--- src/rtl/tilt_motion_gen_pkg.sv ---
// Shared constants, direction encoding and tilt magnitude helper for the
// accelerometer-to-movement-pulse converter.
package tilt_motion_pkg;

   localparam int RAW_W   = 9;
   localparam int TILT_W  = 10;
   localparam int LEVEL_W = 2;

   localparam logic [TILT_W-1:0] ACCEL_ZERO = 10'd256;

   localparam int MV_RIGHT = 3;
   localparam int MV_LEFT  = 2;
   localparam int MV_DOWN  = 1;
   localparam int MV_UP    = 0;

   // Reset value 0 means "positive", so a fresh start never looks like a reversal.
   typedef enum logic {
      DIR_POS = 1'b0,
      DIR_NEG = 1'b1
   } dir_e;

   // |t| for a signed 10-bit tilt; -256 yields 256, which still fits 9 bits.
   function automatic logic [RAW_W-1:0] tilt_mag(input logic [TILT_W-1:0] t);
      return t[TILT_W-1] ? RAW_W'(~t + TILT_W'(1)) : t[RAW_W-1:0];
   endfunction

endpackage

--- src/rtl/tilt_motion_gen_axis.sv ---
// One accelerometer axis: offset removal, IIR filter, deadzone/speed level and
// the step counter that turns a steady tilt into periodic one-cycle pulses.
module tilt_axis
   import tilt_motion_pkg::*;
#(
   parameter int FILT_SHIFT    = 2,
   parameter int DEADZONE      = 16,
   parameter int LEVEL_SHIFT   = 5,
   parameter int BASE_INTERVAL = 32,
   parameter int INVERT        = 0
) (
   input  logic               clk,
   input  logic               rst_n,
   input  logic               i_tick,
   input  logic               i_enable,
   input  logic [RAW_W-1:0]   i_accel,
   output logic [TILT_W-1:0]  o_tilt,
   output logic [LEVEL_W-1:0] o_level,
   output logic               o_pulse_pos,
   output logic               o_pulse_neg
);

   localparam int             ACC_W = TILT_W + FILT_SHIFT;
   localparam int             CNT_W = $clog2(BASE_INTERVAL + 1);
   localparam logic [RAW_W-1:0] DZ  = RAW_W'(DEADZONE);
   localparam logic           INV   = (INVERT != 0);

   logic signed [TILT_W-1:0] r_s;
   logic signed [ACC_W-1:0]  r_acc;
   logic                     r_t1;
   logic                     r_t2;
   logic [CNT_W-1:0]         r_cnt;
   dir_e                     r_dir;
   logic [LEVEL_W-1:0]       r_level;
   logic                     r_pos;
   logic                     r_neg;

   logic signed [ACC_W-1:0]  w_s_ext;
   logic signed [ACC_W-1:0]  w_acc_next;
   logic [TILT_W-1:0]        w_tilt;
   logic [RAW_W-1:0]         w_mag;
   logic [RAW_W-1:0]         w_excess;
   logic [RAW_W-1:0]         w_lvl_full;
   logic                     w_active;
   dir_e                     w_dir;
   logic [LEVEL_W-1:0]       w_level;
   logic [CNT_W-1:0]         w_interval;
   logic [CNT_W:0]           w_cnt_inc;
   logic                     w_step_ok;
   logic                     w_fire;

   // acc holds tilt << FILT_SHIFT, so adding s and subtracting acc>>>FILT_SHIFT is a 1-pole IIR.
   assign w_s_ext    = ACC_W'(r_s);
   assign w_acc_next = r_acc + w_s_ext - (r_acc >>> FILT_SHIFT);
   assign w_tilt     = TILT_W'(r_acc >>> FILT_SHIFT);

   assign w_mag      = tilt_mag(w_tilt);
   assign w_active   = (w_mag > DZ);
   assign w_dir      = dir_e'(w_tilt[TILT_W-1] ^ INV);
   assign w_excess   = w_mag - DZ;
   assign w_lvl_full = w_excess >> LEVEL_SHIFT;
   assign w_level    = (w_lvl_full > 9'd3) ? 2'd3 : w_lvl_full[LEVEL_W-1:0];

   // Comparing with >= lets a level increase fire at once instead of waiting for a wrap.
   assign w_interval = CNT_W'(BASE_INTERVAL >> w_level);
   assign w_cnt_inc  = {1'b0, r_cnt} + (CNT_W + 1)'(1);
   assign w_step_ok  = i_enable && w_active && (w_dir == r_dir);
   assign w_fire     = w_step_ok && (w_cnt_inc >= {1'b0, w_interval});

   always_ff @(posedge clk or negedge rst_n) begin
      if (!rst_n) begin
         r_s     <= '0;
         r_acc   <= '0;
         r_t1    <= 1'b0;
         r_t2    <= 1'b0;
         r_cnt   <= '0;
         r_dir   <= DIR_POS;
         r_level <= '0;
         r_pos   <= 1'b0;
         r_neg   <= 1'b0;
      end else begin
         r_t1  <= i_tick;
         r_t2  <= r_t1;
         r_pos <= 1'b0;
         r_neg <= 1'b0;
         if (i_tick) begin
            r_s <= $signed({1'b0, i_accel} - ACCEL_ZERO);
         end
         if (r_t1) begin
            r_acc <= w_acc_next;
         end
         if (r_t2) begin
            r_dir   <= w_dir;
            r_level <= w_active ? w_level : '0;
            if (!w_step_ok) begin
               r_cnt <= '0;
            end else if (w_fire) begin
               r_cnt <= '0;
               r_pos <= (w_dir == DIR_POS);
               r_neg <= (w_dir == DIR_NEG);
            end else begin
               r_cnt <= w_cnt_inc[CNT_W-1:0];
            end
         end
      end
   end

   assign o_tilt      = w_tilt;
   assign o_level     = r_level;
   assign o_pulse_pos = r_pos;
   assign o_pulse_neg = r_neg;

endmodule

--- src/rtl/tilt_motion_gen.sv ---
// Tilt-to-movement converter: shared sample tick divider feeding an X and a Y
// axis, with the pulses packed into the ball's {right, left, down, up} input.
module tilt_motion_gen
   import tilt_motion_pkg::*;
#(
   parameter int SAMPLE_DIV    = 100000,
   parameter int FILT_SHIFT    = 2,
   parameter int DEADZONE      = 16,
   parameter int LEVEL_SHIFT   = 5,
   parameter int BASE_INTERVAL = 32,
   parameter int INVERT_X      = 0,
   parameter int INVERT_Y      = 0
) (
   input  logic        clk,
   input  logic        reset,
   input  logic        enable,
   input  logic [8:0]  accel_x,
   input  logic [8:0]  accel_y,
   output logic [3:0]  movement,
   output logic [9:0]  tilt_x,
   output logic [9:0]  tilt_y,
   output logic [1:0]  level_x,
   output logic [1:0]  level_y
);

   localparam int DIV_W = (SAMPLE_DIV > 1) ? $clog2(SAMPLE_DIV) : 1;

   logic [DIV_W-1:0] r_div;
   logic             r_tick;

   logic             w_x_pos;
   logic             w_x_neg;
   logic             w_y_pos;
   logic             w_y_neg;
   logic [3:0]       w_movement;

   always_ff @(posedge clk or negedge reset) begin
      if (!reset) begin
         r_div  <= '0;
         r_tick <= 1'b0;
      end else begin
         r_tick <= (r_div == DIV_W'(SAMPLE_DIV - 1));
         if (r_div == DIV_W'(SAMPLE_DIV - 1)) begin
            r_div <= '0;
         end else begin
            r_div <= r_div + DIV_W'(1);
         end
      end
   end

   tilt_axis #(
      .FILT_SHIFT    (FILT_SHIFT),
      .DEADZONE      (DEADZONE),
      .LEVEL_SHIFT   (LEVEL_SHIFT),
      .BASE_INTERVAL (BASE_INTERVAL),
      .INVERT        (INVERT_X)
   ) u_axis_x (
      .clk         (clk),
      .rst_n       (reset),
      .i_tick      (r_tick),
      .i_enable    (enable),
      .i_accel     (accel_x),
      .o_tilt      (tilt_x),
      .o_level     (level_x),
      .o_pulse_pos (w_x_pos),
      .o_pulse_neg (w_x_neg)
   );

   tilt_axis #(
      .FILT_SHIFT    (FILT_SHIFT),
      .DEADZONE      (DEADZONE),
      .LEVEL_SHIFT   (LEVEL_SHIFT),
      .BASE_INTERVAL (BASE_INTERVAL),
      .INVERT        (INVERT_Y)
   ) u_axis_y (
      .clk         (clk),
      .rst_n       (reset),
      .i_tick      (r_tick),
      .i_enable    (enable),
      .i_accel     (accel_y),
      .o_tilt      (tilt_y),
      .o_level     (level_y),
      .o_pulse_pos (w_y_pos),
      .o_pulse_neg (w_y_neg)
   );

   // Positive X steers right, positive Y steers up.
   always_comb begin
      w_movement           = '0;
      w_movement[MV_RIGHT] = w_x_pos;
      w_movement[MV_LEFT]  = w_x_neg;
      w_movement[MV_DOWN]  = w_y_neg;
      w_movement[MV_UP]    = w_y_pos;
   end

   assign movement = w_movement;

endmodule

--- config.mk ---
export PLATFORM = sky130hd
export DESIGN_NAME = tilt_motion_gen
export DESIGN_NICKNAME = d
export VERILOG_FILES = /design/src/rtl/tilt_motion_gen_pkg.sv /design/src/rtl/tilt_motion_gen_axis.sv /design/src/rtl/tilt_motion_gen.sv
export SDC_FILE = /design/constraint.sdc
export NUM_CORES = 1
export LEC_CHECK = 0
export CAP_MARGIN = 20
export CELL_PAD_IN_SITES_DETAIL_PLACEMENT = 1
export CELL_PAD_IN_SITES_GLOBAL_PLACEMENT = 1
export CORE_AREA = 8 8 154 184
export CTS_CLUSTER_SIZE = 8
export DETAILED_ROUTE_END_ITERATION = 10
export DIE_AREA = 0 0 162 192
export HOLD_SLACK_MARGIN = 0.02
export PLACE_DENSITY_LB_ADDON = 0.25
export SYNTH_ARGS = -nofsm -noshare
export SYNTH_HDL_FRONTEND = slang
export SYNTH_HIERARCHICAL = 1
export SYNTH_SLANG_ARGS = --single-unit
--- constraint.sdc ---
create_clock -name clk -period 5.1 [get_ports clk]
set_clock_uncertainty 0.1 [all_clocks]
set_input_delay 1.275 -clock clk [delete_from_list [all_inputs] [get_ports clk]]
set_output_delay 1.275 -clock clk [all_outputs]
set_load 0.005 [all_outputs]
==> reports/metrics.cfg, run 1 <==
[outcome]
outcome=completed

[worst_setup_path]
cp-end-kind=register
critPathSlowestCell=nor4_4
rr_startpoint=u_axis_y/r_acc[3]
crit_buf_inv=0
ff2ff_setup_slack_ns=0.97
cp_cell_sequence=nor4_4 -> a21oi_1 -> xnor2_1 -> ha_1 -> nor3_1 -> and3_1 -> nor3_2 -> xnor2_2 -> nand2_2 -> or3_1 -> ha_1 -> o21ai_1 -> a21oi_1 -> nor3_2 -> o211ai_2 -> nor3b_2 -> a21o_1
crit_fanout=7
cp_top_family=simple AND/OR/NAND/NOR gates
crit_arrival_ns=4.32
worstSetupPathType=register to register
cp_data_required_time_ns=5.30
rr_endpoint=u_axis_y/r_cnt[2]
reg2reg_depth=17
slowest_delay_ns=0.50
startpoint_type=register

[timing]
max_freq_mhz=242
worst_pin_slew_ns=0.919
rsz0062_at_grt=false
finalMaxSlewViolations=0
finalWorstSetupSlack_ns=0.975
period_share=0.809
slew_headroom=0.387
fin_crit_ns=4.13
holdWs_ns=0.387
finalSetupViolCount=0
hold_viol=0
setup-tns-final_ns=0

[routing]
wl_met3_um=421
wl_met1_mm=6.96
routed_wl_mm=15.0
first_pass_iters=4
routed_via_density=4.52
vias=4594
dr.first_iter.drc_count=123
wl_per_cell_um=14.8
wl_met2_mm=7.42
drc=0
antenna_left=0
highest_layer=met4

[worst_hold_path]
whs_endpoint=r_div[0]
hp-start=r_div[0]
hold_path_depth=1
hold_path_class=register to register

[global_routing]
antenna_found_initial=0
grt_use_total=0.104
grt_max_degree=69
grt_pass1_vias=5014
grt_pass1_wl_mm=25.8
globalRouteOverflowTotal=0

[placed_design]
post-place-ws_ns=0.935
hpwl_mm=11.6
place_area_sq_um=6890
place.gp.congestion=0.729
portBuffers=48

[clock_tree]
post_cts.resized_instances=0
post-cts-setup-buffers=0
clockBufferDepth=2
cts_root_buf=clkbuf_16
ctsHoldBuffers=0
clk_latency_ns=0.35
cts_tree=built
cts_buffers=9
htree_levels=3
cts.sinks=86
cts.clk_slew.worst_paths_ns=0.07

[logic_synthesis]
ys_types=67
synth_area_per_cell_sq_um=9.44
synth_nets=745
ys_seq_elements=86
synthesis.area_sq_um=6220
ys_warn_count=6
synth_edf_count=0
syn_inst=659
synthFlopType=dfrtp_1
yosysSeqAreaShare=0.346
async_flop_share=1.00

[power_and_ir_drop]
power.density_nw_per_um2=201
leakagePower_nw=3.25
peakVddDrop_mv=0.140
total_power_mw=1.45

[final_layout]
fin_area_sq_um=7210
synthToLayoutAreaGrowth_pct=15.9
diodes=0
final_nets=768
final_common_cell=inv_1
mostFrequentLayoutCells=inv_1, dfrtp_1, nand2_1
drive_gt1_frac=0.0729

[floorplan]
core_sq_um=25300
fp.dieW_um=162
die_h_um=192
die-area_sq_um=31100
start_util=0.246
rows=64
pin_count=49

[flow_run]
drv_cap=0

state kept, by name (all words and copies together), names as in the netlist, 2 cells and up:
| signal | flops |
|---|---|
| u_axis_y/r_cnt | 6 |
| u_axis_x/o_level | 2 |
| u_axis_x/r_acc | 12 |
| u_axis_y/r_acc | 12 |
| r_div | 17 |
| u_axis_y/o_level | 2 |
| u_axis_y/r_s | 9 |
| u_axis_x/r_cnt | 6 |
| u_axis_x/r_s | 9 |
synth_stat cells (13+ instances only):
master	count	area share
a21oi_1	29	0.023
fa_1	22	0.071
inv_1	95	0.057
buf_4	24	0.029
nor2_1	31	0.019
o21ai_0	33	0.027
clkbuf_1	13	0.0078
xor2_1	14	0.020
nor3_1	15	0.012
nand3_1	13	0.010
xnor2_1	33	0.046
dfrtp_1	86	0.35
nand2_1	52	0.031
ha_1	43	0.086
cell type report:
cell class | instances | area, sq um
fill | 2985 | 18100
multi-input combinational | 436 | 3460
sequential | 86 | 2150
timing repair buffer | 51 | 500
tap | 330 | 413
inverter | 98 | 368
clock buffer | 10 | 239
clock inverter | 5 | 83.8
through the flow:
step                 util  cells
detailed placement  0.272   1001
CTS                 0.285   1016
finish              0.285   1016
global route        0.285   1016
global placement    0.272   1001
floorplan               -    659
worst max-delay path by stage:
stage	startpoint	to	slack, ns	cells after the start
after floorplan	u_axis_y/r_acc[3]	u_axis_y/r_cnt[2]	1.37	17
after global placement	u_axis_y/r_acc[3]	u_axis_y/r_cnt[2]	1.05	17
after detailed placement	u_axis_y/r_acc[4]	u_axis_y/r_cnt[2]	0.93	17
after CTS	u_axis_y/r_acc[4]	u_axis_y/r_cnt[2]	0.93	17
after global routing	u_axis_y/r_acc[3]	u_axis_y/r_cnt[2]	0.68	17
final	u_axis_y/r_acc[3]	u_axis_y/r_cnt[2]	0.97	17
kinds of logic (layout without fill, tap and decap cells):
logic type	count (synthesis)	in the layout	synth area share
AO/OA/AOI/OAI	138	138	0.153
multiplexers	19	19	0.0324
flip-flops	86	86	0.346
buffers and inverters	137	164	0.0985
adder cells (fa/ha/maj)	65	65	0.157
AND/OR/NAND/NOR	165	165	0.142
XOR/XNOR	49	49	0.0714
report_power, final:
group / switching [mW] / internal, mW / leakage, nW
sequential: 0 / 0.682 / 1.08
combinational: 0.0170 / 0.0136 / 2.02
clock: 0.299 / 0.441 / 0.151
worst register-to-register path: stages (launching register included):
cell	delay (ns)
dfrtp_1	0.48
nor4_4	0.50
a21oi_1	0.16
xnor2_1	0.21
ha_1	0.27
nor3_1	0.07
and3_1	0.20
nor3_2	0.23
xnor2_2	0.15
nand2_2	0.11
or3_1	0.36
ha_1	0.27
o21ai_1	0.07
a21oi_1	0.09
nor3_2	0.24
o211ai_2	0.24
nor3b_2	0.23
a21o_1	0.10
layer usage:
layer / vias up / track usage
met4: 0 / 0.0360
li1: 2257 / -
met3: 11 / 0.0219
met1: 2285 / 0.126
met2: 41 / 0.178
met5: - / 0
Note: power is estimated with default switching activity, not from simulation.
==> run 2, diff against run 1 <==
==> constraint.sdc (replaced) <==
create_clock -name clk -period 3.8 [get_ports clk]
set_clock_uncertainty 0.1 [all_clocks]
set_input_delay 0.95 -clock clk [delete_from_list [all_inputs] [get_ports clk]]
set_output_delay 0.95 -clock clk [all_outputs]
set_load 0.005 [all_outputs]
==> run 2 against run 1 <==
  * Worst setup slack got worse by 0.86 ns
  * Power increased by 29%
  * Flip-flop and latch count did not move
  * Register-to-register slack got worse by 0.86 ns
  * First-iteration DRC count up 43%
  * Critical path depth did not move
  * Worst hold slack got worse by 0.070 ns
  * Cell count is 3.3% higher
  * Clock power is 24% higher
  * Utilization grew 1.5 points
  * Non-clock buffer count is 33 higher
  * Combinational power increased by 40%
==> reports/metrics.cfg, run 2 (synthesized netlist as in run 1, its figures left out) <==
[routing]
antenna_left=0  ; unchanged
dr.first_iter.drc_count=176  ; +43%
routed_wl_mm=15.6  ; +4.1%
wl_per_cell_um=14.9  ; +0.69%
vias=4649  ; +1.2%
first_pass_iters=4  ; unchanged
routed_via_density=4.43  ; -2.1%
drc=0  ; unchanged

[timing]
setup-tns-final_ns=0  ; unchanged
holdWs_ns=0.317  ; -0.0698 ns
fin_crit_ns=3.68  ; -0.441 ns
max_freq_mhz=271  ; +12%
worst_pin_slew_ns=0.917  ; -0.00255 ns
finalSetupViolCount=0  ; unchanged
slew_headroom=0.389  ; +0.00170
hold_viol=0  ; unchanged
finalMaxSlewViolations=0  ; unchanged
period_share=0.969  ; +0.161

[floorplan]
start_util=0.246  ; unchanged
die-area_sq_um=31100  ; unchanged
core_sq_um=25300  ; unchanged
die_h_um=192  ; unchanged
fp.dieW_um=162  ; unchanged
pin_count=49  ; unchanged
rows=64  ; unchanged

[final_layout]
utilization=0.300  ; +0.0145
synthToLayoutAreaGrowth_pct=21.8
largest_reg_flops=17  ; unchanged
regMostFlops=r_div
mostFrequentLayoutCells=inv_1, dfrtp_1, nand2_1
final_common_cell=inv_1
final_nets=801  ; +4.3%
drive_gt1_frac=0.153  ; +0.0799
diodes=0  ; unchanged
top_regs=r_div x17, u_axis_x/r_acc x12, u_axis_y/r_acc x12

[global_routing]
grt_pass1_vias=5029  ; +0.30%
antenna_found_initial=0  ; unchanged
grt_max_degree=67  ; -2.9%
grt_use_total=0.105  ; +0.00191
grt_pass1_wl_mm=26.3  ; +2.1%
globalRouteOverflowTotal=0  ; unchanged

[placed_design]
hpwl_mm=11.9  ; +2.4%
place.gp.congestion=0.731  ; +0.23%
portBuffers=48  ; unchanged

[power_and_ir_drop]
power.density_nw_per_um2=247  ; +23%
leakagePower_nw=3.43  ; +5.4%
peakVddDrop_mv=0.148  ; +5.9%

[worst_setup_path]
rr_startpoint=u_axis_y/r_acc[4]
crit_arrival_ns=3.87  ; -0.45 ns
worstSetupPathType=register to register
cp-end-kind=register
startpoint_type=register
reg2reg_depth=17  ; unchanged
cp_data_required_time_ns=3.99  ; -1.31 ns
ff2ff_setup_slack_ns=0.12  ; -0.86 ns
crit_fanout=7  ; unchanged
rr_endpoint=u_axis_y/r_cnt[2]

[worst_hold_path]
hold_path_depth=0  ; -1
whs_endpoint=u_axis_x/r_t1
hold_path_class=register to register
hp-start=r_tick

[clock_tree]
cts_tree=built
ctsHoldBuffers=0  ; unchanged
cts_buffers=9  ; unchanged
cts.clk_slew.worst_paths_ns=0.07  ; about the same
cts_root_buf=clkbuf_16
clockBufferDepth=2  ; unchanged
htree_levels=3  ; unchanged
clk_latency_ns=0.35  ; about the same
cts.sinks=86  ; unchanged

[flow_run]
drv_cap=0  ; unchanged

[outcome]
outcome=completed

## run 2: cell types whose count changed in the layout (fill, tap and decap cells not counted), moves of 3 or more
| cell | change |
|---|---|
| o21ai_0 | -3 |
| a21oi_2 | +4 |
| dfrtp_2 | +6 |
| buf_4 | +32 |
| ha_1 | -3 |
| a21oi_1 | -4 |
| o21ai_2 | +3 |
| clkinv_2 | +3 |
| dfrtp_1 | -6 |
## run 2: how the worst max path moves through the flow
stage                      start                end  slack, ns  cells past startpoint
2_1_floorplan  u_axis_y/r_acc[3]  u_axis_y/r_cnt[2]       0.07                     17
3_3_place_gp   u_axis_y/r_acc[3]  u_axis_y/r_cnt[2]       0.09                     17
3_5_place_dp   u_axis_y/r_acc[3]  u_axis_y/r_cnt[2]      -0.06                     17
5_1_grt        u_axis_y/r_acc[4]  u_axis_y/r_cnt[2]      -0.09                     17
6_report       u_axis_y/r_acc[4]  u_axis_y/r_cnt[2]       0.12                     17
4_1_cts        u_axis_x/r_acc[2]  u_axis_x/r_cnt[0]      -0.01                     17
## run 2: area by class of cell
cell class	instances	area, sq um
repair buffers	84	752
clock inverters	6	61.3
flip-flops and latches	86	2160
fillers	2943	17700
inverters	98	368
clock buffers	10	239
multi-input cells	436	3590
well taps	330	413
## run 2: repair_timing
action                                  in CTS  in global routing
buffers inserted                             2                 10
endpoints found under the setup margin       6                 14
pin swaps                                    3                 19
resized for setup                            3                 31
## run 2: worst max-delay path, stage by stage (launching register included)
cell and delay (ns):
dfrtp_2 0.45, nor4_4 0.30, a21oi_2 0.09, xnor2_1 0.22, ha_2 0.25, buf_6 0.11, a31oi_2 0.09, nor3_2 0.26
xnor2_2 0.16, nand2_2 0.11, or3_4 0.40, ha_4 0.22, o21ai_2 0.06, a21oi_2 0.07, nor3_2 0.27, o211ai_4 0.17
nor3b_2 0.19, a21o_1 0.10
## run 2: routing by layer
layer,GRT usage,vias up,share of wire
met1,0.134,2287,0.48
met5,0,-,0
met2,0.179,37,0.49
met3,0.0193,8,0.022
met4,0.0310,0,0.0094
li1,-,2317,-
## run 2: where the power goes
part	switching [mW]	internal, mW
Clock	0.392	0.526
Sequential	0	0.915
Combinational	0.0239	0.0190
## run 2: stage by stage
stage | total power, mW | setup slack, ns | instance area [sq um] | cells
5_1_grt | 1.96 | -0.0904 | 7580 | 1050
3_3_place_gp | 0.977 | 0.0865 | 7050 | 1022
6_report | 1.88 | 0.116 | 7580 | 1050
3_5_place_dp | 0.977 | -0.0628 | 7050 | 1022
2_1_floorplan | 0.934 | 0.0711 | 6220 | 659
4_1_cts | 1.93 | -0.0128 | 7370 | 1040
==> run 3, diff against run 2 <==
--- a/config.mk
+++ b/config.mk
@@ -18,3 +18,4 @@
 export SYNTH_HDL_FRONTEND = slang
 export SYNTH_HIERARCHICAL = 1
 export SYNTH_SLANG_ARGS = --single-unit
+export TNS_END_PERCENT = 5
==> results of run 3 <==
No change in the layout: final DEF, timing and power equal those of run 2.
